**src/rtl/auth_pkg.sv**
```systemverilog
// Shared definitions for the authenticated message receiver: message codes,
// header layout, per-type word counts and the receive state enumeration.
package auth_pkg;

    localparam int WORD_W    = 64;
    localparam int MAX_WORDS = 7;
    localparam int MSG_W     = WORD_W * MAX_WORDS;

    localparam int DEF_ACCEPTABLE_DELAY = 10;

    localparam logic [7:0] MSG_M1 = 8'd1;
    localparam logic [7:0] MSG_M2 = 8'd2;
    localparam logic [7:0] MSG_M3 = 8'd3;
    localparam logic [7:0] MSG_M4 = 8'd4;

    localparam logic [7:0] WORDS_M1 = 8'd4;
    localparam logic [7:0] WORDS_M2 = 8'd5;
    localparam logic [7:0] WORDS_M3 = 8'd6;
    localparam logic [7:0] WORDS_M4 = 8'd7;

    localparam int HDR_TYPE_HI = 63;
    localparam int HDR_TYPE_LO = 56;
    localparam int HDR_NW_HI   = 55;
    localparam int HDR_NW_LO   = 48;

    typedef enum logic [1:0] {
        IDLE,
        PAYLOAD,
        DRAIN,
        HOLD
    } state_t;

    // Zero marks an unknown message type.
    function automatic logic [7:0] words_for_type(input logic [7:0] msg_type);
        case (msg_type)
            MSG_M1:  return WORDS_M1;
            MSG_M2:  return WORDS_M2;
            MSG_M3:  return WORDS_M3;
            MSG_M4:  return WORDS_M4;
            default: return 8'd0;
        endcase
    endfunction

endpackage

```
**src/rtl/auth_ts_check.sv**
```systemverilog
// Free-running local timestamp plus the freshness comparator; shared between
// the receive and transmit sides.
module auth_ts_check #(
    parameter int TS_W             = 48,
    parameter int ACCEPTABLE_DELAY = 10
) (
    input  logic            clk,
    input  logic            rst,
    input  logic [TS_W-1:0] hdr_ts,
    output logic [TS_W-1:0] now_ts,
    output logic            fresh
);

    localparam logic [TS_W-1:0] DELAY_LIM = TS_W'(ACCEPTABLE_DELAY);
    localparam logic [TS_W-1:0] TS_ONE    = TS_W'(1);

    logic [TS_W-1:0] now_ts_reg;
    logic [TS_W-1:0] delta;

    always_ff @(posedge clk or posedge rst) begin
        if (rst) begin
            now_ts_reg <= '0;
        end else begin
            now_ts_reg <= now_ts_reg + TS_ONE;
        end
    end

    // Modular difference: a timestamp from the future wraps to a huge age.
    assign delta  = now_ts_reg - hdr_ts;
    assign fresh  = (delta <= DELAY_LIM);
    assign now_ts = now_ts_reg;

endmodule

```
**src/rtl/auth_msg_rx.sv**
```systemverilog
// Receives header + payload frames, checks framing and freshness, XOR-decrypts
// the payload with the key latched at the header and holds the message.
module auth_msg_rx
    import auth_pkg::*;
#(
    parameter int ACCEPTABLE_DELAY = DEF_ACCEPTABLE_DELAY,
    parameter int TS_W             = 48
) (
    input  logic             clk,
    input  logic             rst,
    input  logic             in_valid,
    output logic             in_ready,
    input  logic [63:0]      in_data,
    input  logic             in_last,
    input  logic [63:0]      key,
    output logic             out_valid,
    input  logic             out_ready,
    output logic [MSG_W-1:0] out_msg,
    output logic [3:0]       out_type,
    output logic [2:0]       out_nwords,
    output logic             err_stale,
    output logic             err_format,
    output logic [15:0]      drop_cnt,
    output logic [TS_W-1:0]  now_ts
);

    state_t            state_reg, state_next;
    logic [63:0]       key_reg, key_next;
    logic [MSG_W-1:0]  msg_reg, msg_next;
    logic [3:0]        type_reg, type_next;
    logic [2:0]        nwords_reg, nwords_next;
    logic [2:0]        cnt_reg, cnt_next;
    logic              err_stale_reg, err_stale_next;
    logic              err_format_reg, err_format_next;
    logic [15:0]       drop_cnt_reg, drop_cnt_next;

    logic [7:0]        hdr_type;
    logic [7:0]        hdr_nwords;
    logic [7:0]        hdr_expect;
    logic              hdr_ok;
    logic              fresh;
    logic              accept;
    logic [2:0]        word_num;

    auth_ts_check #(
        .TS_W             (TS_W),
        .ACCEPTABLE_DELAY (ACCEPTABLE_DELAY)
    ) u_ts_check (
        .clk    (clk),
        .rst    (rst),
        .hdr_ts (in_data[TS_W-1:0]),
        .now_ts (now_ts),
        .fresh  (fresh)
    );

    assign hdr_type   = in_data[HDR_TYPE_HI:HDR_TYPE_LO];
    assign hdr_nwords = in_data[HDR_NW_HI:HDR_NW_LO];
    assign hdr_expect = words_for_type(hdr_type);
    assign hdr_ok     = (hdr_expect != 8'd0) && (hdr_nwords == hdr_expect);
    assign word_num   = cnt_reg + 3'd1;

    always_ff @(posedge clk or posedge rst) begin
        if (rst) begin
            state_reg      <= IDLE;
            key_reg        <= '0;
            msg_reg        <= '0;
            type_reg       <= '0;
            nwords_reg     <= '0;
            cnt_reg        <= '0;
            err_stale_reg  <= 1'b0;
            err_format_reg <= 1'b0;
            drop_cnt_reg   <= '0;
        end else begin
            state_reg      <= state_next;
            key_reg        <= key_next;
            msg_reg        <= msg_next;
            type_reg       <= type_next;
            nwords_reg     <= nwords_next;
            cnt_reg        <= cnt_next;
            err_stale_reg  <= err_stale_next;
            err_format_reg <= err_format_next;
            drop_cnt_reg   <= drop_cnt_next;
        end
    end

    always_comb begin
        state_next      = state_reg;
        key_next        = key_reg;
        msg_next        = msg_reg;
        type_next       = type_reg;
        nwords_next     = nwords_reg;
        cnt_next        = cnt_reg;
        err_stale_next  = 1'b0;
        err_format_next = 1'b0;
        in_ready        = (state_reg != HOLD);
        out_valid       = (state_reg == HOLD);
        accept          = in_valid && in_ready;

        case (state_reg)
            IDLE: begin
                if (accept) begin
                    key_next = key;
                    // Format problems outrank staleness so only one pulse fires.
                    if (!hdr_ok || in_last) begin
                        err_format_next = 1'b1;
                        state_next      = in_last ? IDLE : DRAIN;
                    end else if (!fresh) begin
                        err_stale_next = 1'b1;
                        state_next     = DRAIN;
                    end else begin
                        state_next  = PAYLOAD;
                        type_next   = hdr_type[3:0];
                        nwords_next = hdr_nwords[2:0];
                        msg_next    = '0;
                        cnt_next    = '0;
                    end
                end
            end
            PAYLOAD: begin
                if (accept) begin
                    msg_next = {msg_reg[MSG_W-WORD_W-1:0], in_data ^ key_reg};
                    cnt_next = word_num;
                    if (word_num == nwords_reg) begin
                        if (in_last) begin
                            state_next = HOLD;
                        end else begin
                            err_format_next = 1'b1;
                            state_next      = DRAIN;
                        end
                    end else if (in_last) begin
                        err_format_next = 1'b1;
                        state_next      = IDLE;
                    end
                end
            end
            DRAIN: begin
                if (accept && in_last) begin
                    state_next = IDLE;
                end
            end
            HOLD: begin
                if (out_ready) begin
                    state_next = IDLE;
                end
            end
            default: state_next = IDLE;
        endcase
    end

    always_comb begin
        drop_cnt_next = drop_cnt_reg;
        if ((err_stale_next || err_format_next) && (drop_cnt_reg != 16'hFFFF)) begin
            drop_cnt_next = drop_cnt_reg + 16'd1;
        end
    end

    assign out_msg    = msg_reg;
    assign out_type   = type_reg;
    assign out_nwords = nwords_reg;
    assign err_stale  = err_stale_reg;
    assign err_format = err_format_reg;
    assign drop_cnt   = drop_cnt_reg;

endmodule

```
**config.mk**
```make
export PLATFORM = sky130hd
export DESIGN_NAME = auth_msg_rx
export DESIGN_NICKNAME = d
export VERILOG_FILES = /design/src/rtl/auth_pkg.sv /design/src/rtl/auth_ts_check.sv /design/src/rtl/auth_msg_rx.sv
export SDC_FILE = /design/constraint.sdc
export NUM_CORES = 2
export LEC_CHECK = 0
export BUFFER_PORTS_ARGS = -buffer_cell sky130_fd_sc_hd__buf_2
export CAP_MARGIN = 25
export CORE_AREA = 2 2 255 257
export DETAILED_ROUTE_END_ITERATION = 6
export DIE_AREA = 0 0 257 259
export PLACE_DENSITY = 0.73
export SLEW_MARGIN = 30
export SYNTH_ARGS = -nofsm -noshare
export SYNTH_HDL_FRONTEND = slang
export SYNTH_SLANG_ARGS = --single-unit
```
**constraint.sdc**
```tcl
create_clock -name clk -period 38 [get_ports clk]
set_input_delay 1.9 -clock clk [delete_from_list [all_inputs] [get_ports clk]]
set_output_delay 1.9 -clock clk [all_outputs]
set_load 0.01 [all_outputs]
```
==> results.toml <==
[min_path]
holdCritStartpoint = "drop_cnt[5]"
min_to = "drop_cnt[5]"
hold_depth = 1
hp-class = "flip-flop to flip-flop"

[critical_path]
arrival_ns = 8.87
cp_common_cell = "buf_4"
rr_startpoint = "u_ts_check.now_ts[0]"
cp_cell_sequence = "buf_2, ha_1, fa_1, and2b_1, o211a_1, o311ai_1, a31oi_1, o21ai_0, o41ai_1, mux2i_1, or4_1, o31ai_4, nand2_8, buf_16, buf_4, buf_4, buf_4, a22o_1"
worstPathMaxFanout = 105
path_class = "input pin to flip-flop"
cpPeakStageDelay_ns = 0.85
startpoint_type = "input pin"
path_buf_inv = 5
rr_endpoint = "out_msg[43]"
r2r_slack_ns = 30.59
crit_required_ns = 38.54
cp_top_family = "buffers and inverters"
r2r_cells = 18
crit_slowest_cell = "buf_4"
end_kind = "flip-flop"

[drt]
drtAntennaViolNets = 0
drt_iter0_markers = 2145
post_drt_wl_per_cell_um = 24.2
first_pass_iters = 5
wirelength_mm = 89.1
drc = 0
avgViaCountPerCell = 5.91
vias = 21800

[final_layout]
n_fill_cell = 5649
area_delta_synth_final_pct = 23.0
multiInputGateArea_um2 = 10600
largest_reg_flops = 448
nets = 2955
drive_above_1_share = 0.309
regArea_um2 = 14800
final_cells = 3681

[clock_tree]
clock_path_buffers = 3
cts_tree = "yes"
cts_setup_buffers = 0
hold_buffers = 0
cts.htree.levels = 2
clockRootBuffer = "clkbuf_16"
clkSlewWorstSetupHoldPaths_ns = 0.06
clk_latency_ns = 0.62
cts_buffers = 60
numClockSinks = 590
cts_resized = 0

[flow_run]
maxCapViolations = 0

[floorplan]
rows = 93
ioPinCount = 656
die_y_um = 259
fp.dieW_um = 257
dieArea_um2 = 66600
initial_core_util = 0.411
coreArea_um2 = 63900

[sta]
finalSetupTns_ns = 0
finalCritPeriodShare = 0.219
skew_ns = 0.0240
max_slew_margin = 0.306
hold_violations = 0
fmaxAchievable_ghz = 0.120
tightest_slew_ns = 1.01
setup-violations-final = 0
min_period_ns = 8.33
rsz0062_at_grt = "false"
drv_slew = 0

[place]
port_buffers = 655
place_congestion = 0.996
dp_hpwl_mm = 67.0
place_inst = 3561

[synthesis]
async_reset_ff_frac = 1.00
synth_ff_type = "dfrtp_1"
ys_warn_count = 0
synth-edff-count = 0
ys_seq_area_frac = 0.563
ys_seq_elements = 590
yosysUniqueCellTypes = 86
synth.avg_cell_area_um2 = 12.1
syn_area_um2 = 26200
netlist_instances = 2174
syn_nets = 2360

[global_route]
gr-total-overflow = 0
grt_max_degree = 178
grt_pass1_wl_mm = 134
grtUsageTotal = 0.258
antenna_found_initial = 16
grt_pass1_vias = 20900

[pwr]
p_sw_mw = 0.944
pwr-share-clk = 0.240
intPower_mw = 1.65
ir_drop_uv = 38.6
combPwrFrac = 0.328
power_leakage_nw = 16.6
power_frac_seq = 0.432
swShare = 0.363
pwr_density_cell_nw_per_um2 = 80.5

[outcome]
outcome = "finished, final reports clean"
how the worst max path moves through the flow:
stage,end,start,cells after the start
6_report,out_msg[43],in_data[0],18
5_1_grt,out_msg[36],in_data[0],18
4_1_cts,out_msg[43],in_data[0],18
3_5_place_dp,out_msg[43],in_data[0],18
3_3_place_gp,out_msg[36],in_data[34],17
2_1_floorplan,cnt_reg[0],rst,1
placed cells by master (no fill, tap or decap), drive strengths merged, types with 9 or more instances in the layout:
master,count
xnor2,43
a21oi,63
nand3,29
o21a,14
and3,21
ha,52
clkinv,12
a22o,452
nor2,76
o211ai,10
buf,672
a211oi,10
inv,71
or2,10
nor3,37
nor2b,10
o21ai,54
nand4,38
mux2,74
xor2,98
a21o,12
bufinv,11
diode,14
nand2,96
clkbuf,80
dfrtp,590
and4,9
nor4,17
synth_stat cells, drive strengths merged, types with 4 or more instances:
cell type / number / area (um^2)
xor2: 98 / 858
or4: 6 / 45.0
nor4: 17 / 113
a21oi: 63 / 319
nand3: 29 / 145
nand2b: 7 / 43.8
nor3: 37 / 185
dfrtp: 590 / 14800
a31oi: 8 / 50.1
a21o: 12 / 91.3
mux2: 74 / 833
nor2: 76 / 285
nand2: 96 / 363
a31o: 5 / 43.8
a22o: 452 / 3960
o2111ai: 4 / 35.0
a2111oi: 6 / 52.6
nor2b: 10 / 62.6
buf: 58 / 345
o211ai: 10 / 75.1
xnor2: 43 / 377
o21bai: 5 / 37.5
o31ai: 8 / 73.8
or3: 6 / 37.5
a21bo: 4 / 40.0
nor4b: 6 / 52.6
clkbuf: 81 / 304
or2: 10 / 62.6
o21a: 14 / 105
o22ai: 4 / 25.0
and4: 9 / 78.8
and3: 21 / 131
mux2i: 8 / 80.1
a211oi: 10 / 80.1
a22oi: 5 / 37.5
a21boi: 4 / 30.0
nand4: 38 / 238
nor3b: 5 / 37.5
and2: 7 / 43.8
o221ai: 4 / 35.0
inv: 70 / 263
ha: 52 / 651
o21ai: 54 / 270
power groups by stage:
stage	clock network, mW	logic (mW)	registers, mW
global placement	0	0.828	1.11
floorplan	0	0.405	1.16
detailed placement	0	0.850	1.12
CTS	0.634	0.855	1.12
finish	0.624	0.851	1.12
global route	0.662	0.910	1.15
metal layers:
| metal | vias to the layer above | GRT usage | wire (um) |
|---|---|---|---|
| li1 | 9420 | - | - |
| met1 | 11000 | 0.331 | 35500 |
| met2 | 1068 | 0.423 | 43000 |
| met3 | 250 | 0.0468 | 6000 |
| met4 | 4 | 0.126 | 4620 |
| met5 | - | 0 | 24 |
layout make-up:
cell class	count	area share
antenna	14	0.00109
clock buffer	80	0.0510
clock inverter	25	0.0131
inverter	70	0.00838
multi-input combinational	1375	0.328
sequential	590	0.458
tap	855	0.0332
timing repair buffer	672	0.108
cells by family after synthesis:
kind of cell / count (synthesis) / synth area share
AOI/OAI and AO/OA: 704 / 0.216
xor gates and xnor gates: 141 / 0.0471
adders and majority gates: 53 / 0.0256
buffers and inverters: 209 / 0.0348
DFF: 590 / 0.563
muxes: 82 / 0.0348
and+or+nand+nor: 395 / 0.0789
per-stage QoR:
step / utilization / area [um^2] / power, mW / setup slack (ns) / hold WS, ns
after floorplan: - / 26200 / 1.56 / 19.59 / 0.470
after global routing: 0.505 / 32300 / 2.72 / 29.26 / 0.508
final: 0.505 / 32300 / 2.60 / 29.67 / 0.487
after detailed placement: 0.472 / 30100 / 1.97 / 29.23 / 0.475
after CTS: 0.504 / 32200 / 2.61 / 29.89 / 0.487
after global placement: 0.471 / 30100 / 1.94 / 29.27 / 0.468
worst register-to-register path: stages (launching register included):
cell and delay, ns:
dfrtp_1 0.40, inv_1 0.09, ha_1 0.23, fa_1 0.40
and2b_1 0.25, o211a_1 0.29, o311ai_1 0.18, a31oi_1 0.46
o21ai_0 0.22, o41ai_1 0.39, mux2i_1 0.38, or4_1 0.21
o31ai_4 0.10, nand2_8 0.45, buf_16 0.41, buf_4 0.78
buf_4 0.91, buf_4 0.85, a22o_1 0.33
(Power assumes the default switching activity.)
